==> config.mk <==
export PLATFORM = sky130hd
export DESIGN_NAME = phase_sequencer
export DESIGN_NICKNAME = d
export VERILOG_FILES = /design/src/rtl/phase_sequencer.sv
export SDC_FILE = /design/constraint.sdc
export NUM_CORES = 1
export LEC_CHECK = 0
export CAP_MARGIN = 5
export CORE_MARGIN = 10
export CORE_UTILIZATION = 39
export CTS_BUF_LIST = sky130_fd_sc_hd__clkbuf_16
export DETAILED_ROUTE_END_ITERATION = 7
export PLACE_DENSITY = 0.75
export RECOVER_POWER = 100
export SETUP_SLACK_MARGIN = 0.2
export SYNTH_ARGS = -nofsm -noshare
export SYNTH_HDL_FRONTEND = slang
export SYNTH_SLANG_ARGS = --single-unit
==> constraint.sdc <==
create_clock -name clock -period 1.1 [get_ports clock]
set_input_delay 0.22 -clock clock [delete_from_list [all_inputs] [get_ports clock]]
set_output_delay 0.22 -clock clock [all_outputs]
set_load 0.005 [all_outputs]
==> src/rtl/phase_sequencer.sv <==
// phase_sequencer: five-phase instruction sequencer with run/stop/halt control and a single p5 register-file write strobe.
// Latency: p1 one cycle after an exec edge in IDLE; the instruction period is NUM_PHASE cycles; there are no stall inputs.
// Backpressure: none; the fields are sampled only in p2. Optional PHASE_SEQ_HALT_EN enables HLT decode and the HALT state.
module phase_sequencer #(
  parameter int NUM_PHASE = 5,
  parameter int REG_AW    = 3
) (
  input  logic                 clock,
  input  logic                 reset_n,
  input  logic                 exec,
  input  logic [1:0]           op1,
  input  logic [REG_AW-1:0]    rd_rb,
  input  logic [REG_AW-1:0]    ra_op2,
  input  logic [3:0]           op3,
  output logic [NUM_PHASE-1:0] phase,
  output logic                 running,
  output logic                 halted,
  output logic                 reg_we,
  output logic [REG_AW-1:0]    reg_waddr
);

`ifdef PHASE_SEQ_HALT_EN
  typedef enum logic [1:0] {S_IDLE, S_RUN, S_HALT} state_t;
`else
  typedef enum logic [1:0] {S_IDLE, S_RUN} state_t;
`endif

  state_t state;

  // exec_q resets high so an exec level already present at reset release is not seen as an edge
  logic exec_q;
  logic exec_edge;
  logic stop_pend;
  logic wr_pend;
  logic dec_we;
  logic [REG_AW-1:0] dec_addr;
  logic [NUM_PHASE-1:0] phase_next;

  assign exec_edge  = exec & ~exec_q;
  assign phase_next = {phase[NUM_PHASE-2:0], phase[NUM_PHASE-1]};

`ifdef PHASE_SEQ_HALT_EN
  logic hlt_pend;
  logic dec_hlt;
  assign dec_hlt = (op1 == 2'b11) && (op3 == 4'd15);
`else
  assign halted = 1'b0;
`endif

  // Decode the instruction fields into a write decision and a destination address
  always_comb begin
    dec_we   = 1'b0;
    dec_addr = rd_rb;
    case (op1)
      2'b00: begin
        dec_we   = 1'b1;
        dec_addr = ra_op2;
      end
      2'b01: dec_we = 1'b0;
      2'b10: dec_we = (ra_op2 == REG_AW'(0)) || (ra_op2 == REG_AW'(1)) ||
                      (ra_op2 == REG_AW'(2)) || (ra_op2 == REG_AW'(6));
      default: begin
        case (op3)
          4'd0, 4'd1, 4'd2, 4'd3, 4'd4, 4'd6,
          4'd8, 4'd9, 4'd10, 4'd11, 4'd12: dec_we = 1'b1;
          default:                         dec_we = 1'b0;
        endcase
      end
    endcase
  end

  // Control FSM: phase rotation, run/stop/halt, p2 decode capture and the p5 write strobe
  always_ff @(posedge clock or negedge reset_n) begin
    if (!reset_n) begin
      state     <= S_IDLE;
      exec_q    <= 1'b1;
      phase     <= '0;
      running   <= 1'b0;
      reg_we    <= 1'b0;
      reg_waddr <= '0;
      stop_pend <= 1'b0;
      wr_pend   <= 1'b0;
`ifdef PHASE_SEQ_HALT_EN
      halted    <= 1'b0;
      hlt_pend  <= 1'b0;
`endif
    end else begin
      exec_q <= exec;
      case (state)
        S_IDLE: begin
          reg_we <= 1'b0;
          if (exec_edge) begin
            state   <= S_RUN;
            phase   <= NUM_PHASE'(1);
            running <= 1'b1;
          end
        end

        S_RUN: begin
          if (exec_edge) stop_pend <= 1'b1;
          // fields are captured only at the end of p2; later changes are ignored
          if (phase[1]) begin
            wr_pend   <= dec_we;
            reg_waddr <= dec_addr;
`ifdef PHASE_SEQ_HALT_EN
            hlt_pend  <= dec_hlt;
`endif
          end
          // strobe is registered at the end of p4 so it is high for exactly the p5 cycle
          reg_we <= wr_pend & phase[NUM_PHASE-2];
          if (phase[NUM_PHASE-1]) begin
            wr_pend   <= 1'b0;
            stop_pend <= 1'b0;
`ifdef PHASE_SEQ_HALT_EN
            hlt_pend  <= 1'b0;
            if (hlt_pend) begin
              // halt takes priority over a pending stop
              state   <= S_HALT;
              phase   <= '0;
              running <= 1'b0;
              halted  <= 1'b1;
            end else
`endif
            if (stop_pend || exec_edge) begin
              state   <= S_IDLE;
              phase   <= '0;
              running <= 1'b0;
            end else begin
              phase <= phase_next;
            end
          end else begin
            phase <= phase_next;
          end
        end

`ifdef PHASE_SEQ_HALT_EN
        S_HALT: begin
          reg_we <= 1'b0;
          if (exec_edge) begin
            state  <= S_IDLE;
            halted <= 1'b0;
          end
        end
`endif

        default: begin
          state   <= S_IDLE;
          phase   <= '0;
          running <= 1'b0;
          reg_we  <= 1'b0;
        end
      endcase
    end
  end

endmodule
==> summary.md <==
| Metric | Value |
|---|---|
| Fin Clk Skew | 0.003795 ns |
| Largest net degree at the start of global routing | 15 |
| Clock transition at path regs | 0.04 ns |
| Inserted Clock Buffers | 3 |
| Pins Over Slew Limit | 0 |
| Syn nets | 74 |
| Primary FF master, synth | dfrtp_1 |
| Synthesized flop and latch total | 13 |
| Overall via count from detail_route | 615 |
| Synthesis-to-finish area growth | 85.50% |
| WHS | 0.2727 ns |
| Fmax | 951.0 MHz |
| Initial Utilization | 40.48% |
| Cell Pwr Density | 1971 mW/mm² |
| Clock root buffer | clkbuf_16 |
| Die height | 59.08 µm |
| Synth top area share | 50.42% |
| DRC | 0 |
| VDD IR-drop max | 1522 µV |
| Skew-Pair Late Insertion Delay | 0.24 ns |
| Die Area | 0.003490 mm² |
| Design Area, Final | 0.001105 mm² |
| Synth cell types | 23 |
| Data required, critical path | 1.26 ns |
| Final setup viols | 0 |
| Most common cell in the netlist | dfrtp_1 |
| Post-synth EDFFs | 0 |
| DRT iter0 DRCs | 15 |
| Leading area contributor after synthesis | dfrtp_1 |
| Synth warnings | 0 |
| Fraction of registers with async set/reset | 100.0% |
| Worst-path fanout max | 5 |
| Final Power | 2178 µW |
| Critical Path Sink Type | flip-flop |
| Final worst path period share | 95.60% |
| Sequential power share | 31.2% |
| Type of origin of the critical path | flip-flop |
| MaxCap Viol Count | 0 |
| Avg Cell Area, Syn | 10.09 µm² |
| Layout Utilization | 75.09% |
| DRT Pass-1 Iters | 4 |
| Final HPWL DP | 1341 µm |
| Worst R2R Path Depth | 3 |
| Setup TNS | 0 ns |
| Leakage power | 0.0005049 µW |
| Net Sw Power | 674.0 µW |
| Clock buffer depth | 2 |
| Placement Cell Area | 935.9 µm² |
| Vias in the first global route | 599 |
| Reg-to-reg endpoint | phase[4]$_DFFE_PN0P_ |
| WS Path Type | flip-flop to flip-flop |
| R2r setup slk | 0.05 ns |
| Int Pwr | 1504 µW |
| CTS H-Tree Depth | 1 |
| Top-level I/O count | 26 |
| Initial antenna violation count | 0 |
| Post-Synthesis Cells | 59 |
| Row count | 14 |
| Vias/cell | 5.083 |
| Routability cong. | 0.8167 |
| CTS tree | yes |
| Register area share after synthesis | 54.83% |
| Horiz. Die Dim | 59.08 µm |
| Clk sink count | 13 |
| Fin nets | 121 |
| Final critical-path required period | 1.052 ns |
| R2R Path Start | exec_q$_DFF_PN1_ |
| Status | finished clean |
| First-pass GRT wire length | 2849 µm |
| Hold Path Class | input port to asynchronous set/reset pin |
| Comb pwr share | 38.5% |
| RSZ-0062 raised after global routing | true |
| Gr usage total | 10.56% |
| PortBufs | 24 |
| Inserted Diodes | 0 |
| Core Footprint | 0.001471 mm² |
| Synth area leaders | dfrtp_1 50%, nand2_1 6.9%, mux2i_1 5.0%, dfstp_2 4.4%, o21ai_0 4.2% |
| Share of layout cells above drive strength 1 | 40.00% |
| Synth Cell Area | 595.6 µm² |
| Grt ovf | 0 |
| Final hold vios | 0 |
| Most instantiated cells after synthesis | 12 x dfrtp_1, 11 x nand2_1, 5 x o21ai_0 |
| Final WL | 2043 µm |
| Clock power frac | 30.3% |
| Wire length per cell | 16.88 µm |
| Worst path arrival time | 1.21 ns |
| Routed Antenna Nets | 0 |
| Sw Ratio | 30.95% |
-- metal layers --
layer  global-route usage, %  part of all wire (%)
met1                   10.85                    38
met2                   18.47                    56
met3                   4.077                   4.3
met4                   4.590                   1.7
met5                       0                     0
-- cells in the final DEF, fill, tap and decap left out --
master,n
and3_1,1
dfstp_2,1
o21a_4,1
a31o_1,1
buf_4,13
a221oi_2,1
nand2_4,2
conb_1,1
dfrtp_1,12
a21oi_1,1
inv_1,4
nor2_1,2
nand2b_4,1
o31ai_2,2
mux2_4,1
nand2_2,2
nor2b_4,1
mux2i_1,3
dlygate4sd3_1,1
nor2_4,1
o22ai_1,1
o21ai_1,1
o22ai_2,3
nand2_1,8
clkbuf_16,3
o21ai_2,4
nor2b_1,1
clkdlybuf4s50_1,8
dlygate4sd2_1,5
buf_6,4
clkbuf_1,13
a21oi_2,2
-- worst max path at each step --
stage	start	endpoint	slack (ns)
final	exec_q$_DFF_PN1_	phase[4]$_DFFE_PN0P_	0.05
after global routing	exec_q$_DFF_PN1_	phase[0]$_DFFE_PN0P_	0.008
after CTS	exec	stop_pend$_DFFE_PN0P_	0.06
after detailed placement	ra_op2[1]	wr_pend$_DFFE_PN0P_	-0.39
after global placement	ra_op2[1]	wr_pend$_DFFE_PN0P_	-0.39
after floorplan	exec_q$_DFF_PN1_	phase[1]$_DFFE_PN0P_	0.11
-- flip-flops by register name (all words and copies together) (netlist names) --
register and flops:
exec_q 1, running 1, reg_waddr 3, reg_we 1, phase 5, wr_pend 1, stop_pend 1
-- final cells by class --
class | instances | area [µm²]
Sequential cell | 13 | 326.6
Multi-Input combinational cell | 41 | 342.8
Fill cell | 107 | 366.6
Tap cell | 16 | 20.02
Inverter | 3 | 11.26
Clock buffer | 3 | 75.07
Timing Repair Buffer | 44 | 325.3
Clock inverter | 1 | 3.754
-- cell families (layout without fill, tap and decap cells) --
| kind of cell | after synthesis | after routing | synth area share, % |
|---|---|---|---|
| buffers and inverters | 5 | 51 | 3.991 |
| and+or+nand+nor | 19 | 19 | 14.50 |
| AOI/OAI and AO/OA | 17 | 17 | 18.49 |
| DFF | 13 | 13 | 54.83 |
| other | 1 | 1 | 0.6296 |
| muxes | 4 | 4 | 7.562 |
-- what timing repair did --
action                     in CTS  in global routing
setup buffers                   2                  7
setup endpoints to repair      21                 21
hold buffers                    0                  0
resized for setup              68                 10
gates cloned                    0                  0
pin swaps                       5                  6
-- power groups by stage --
stage	registers, µW	clock network, µW	logic [µW]
final	679	661	837
after global placement	661	0	608
after CTS	665	671	661
after global routing	690	709	892
after detailed placement	669	0	623
after floorplan	692	0	222
-- critical path, cell delays in order, from the launching register on --
cell and delay, ns:
dfstp_2 0.55, nor2b_4 0.05, o21a_4 0.22, o22ai_1 0.16
-- per-stage QoR --
step                instances  setup slack, ns
CTS                       114          0.05969
detailed placement        108          -0.3920
finish                    121          0.04845
global route              121         0.008153
floorplan                  59           0.1059
global placement          108          -0.3865
Power figures use the tool's default switching activity.
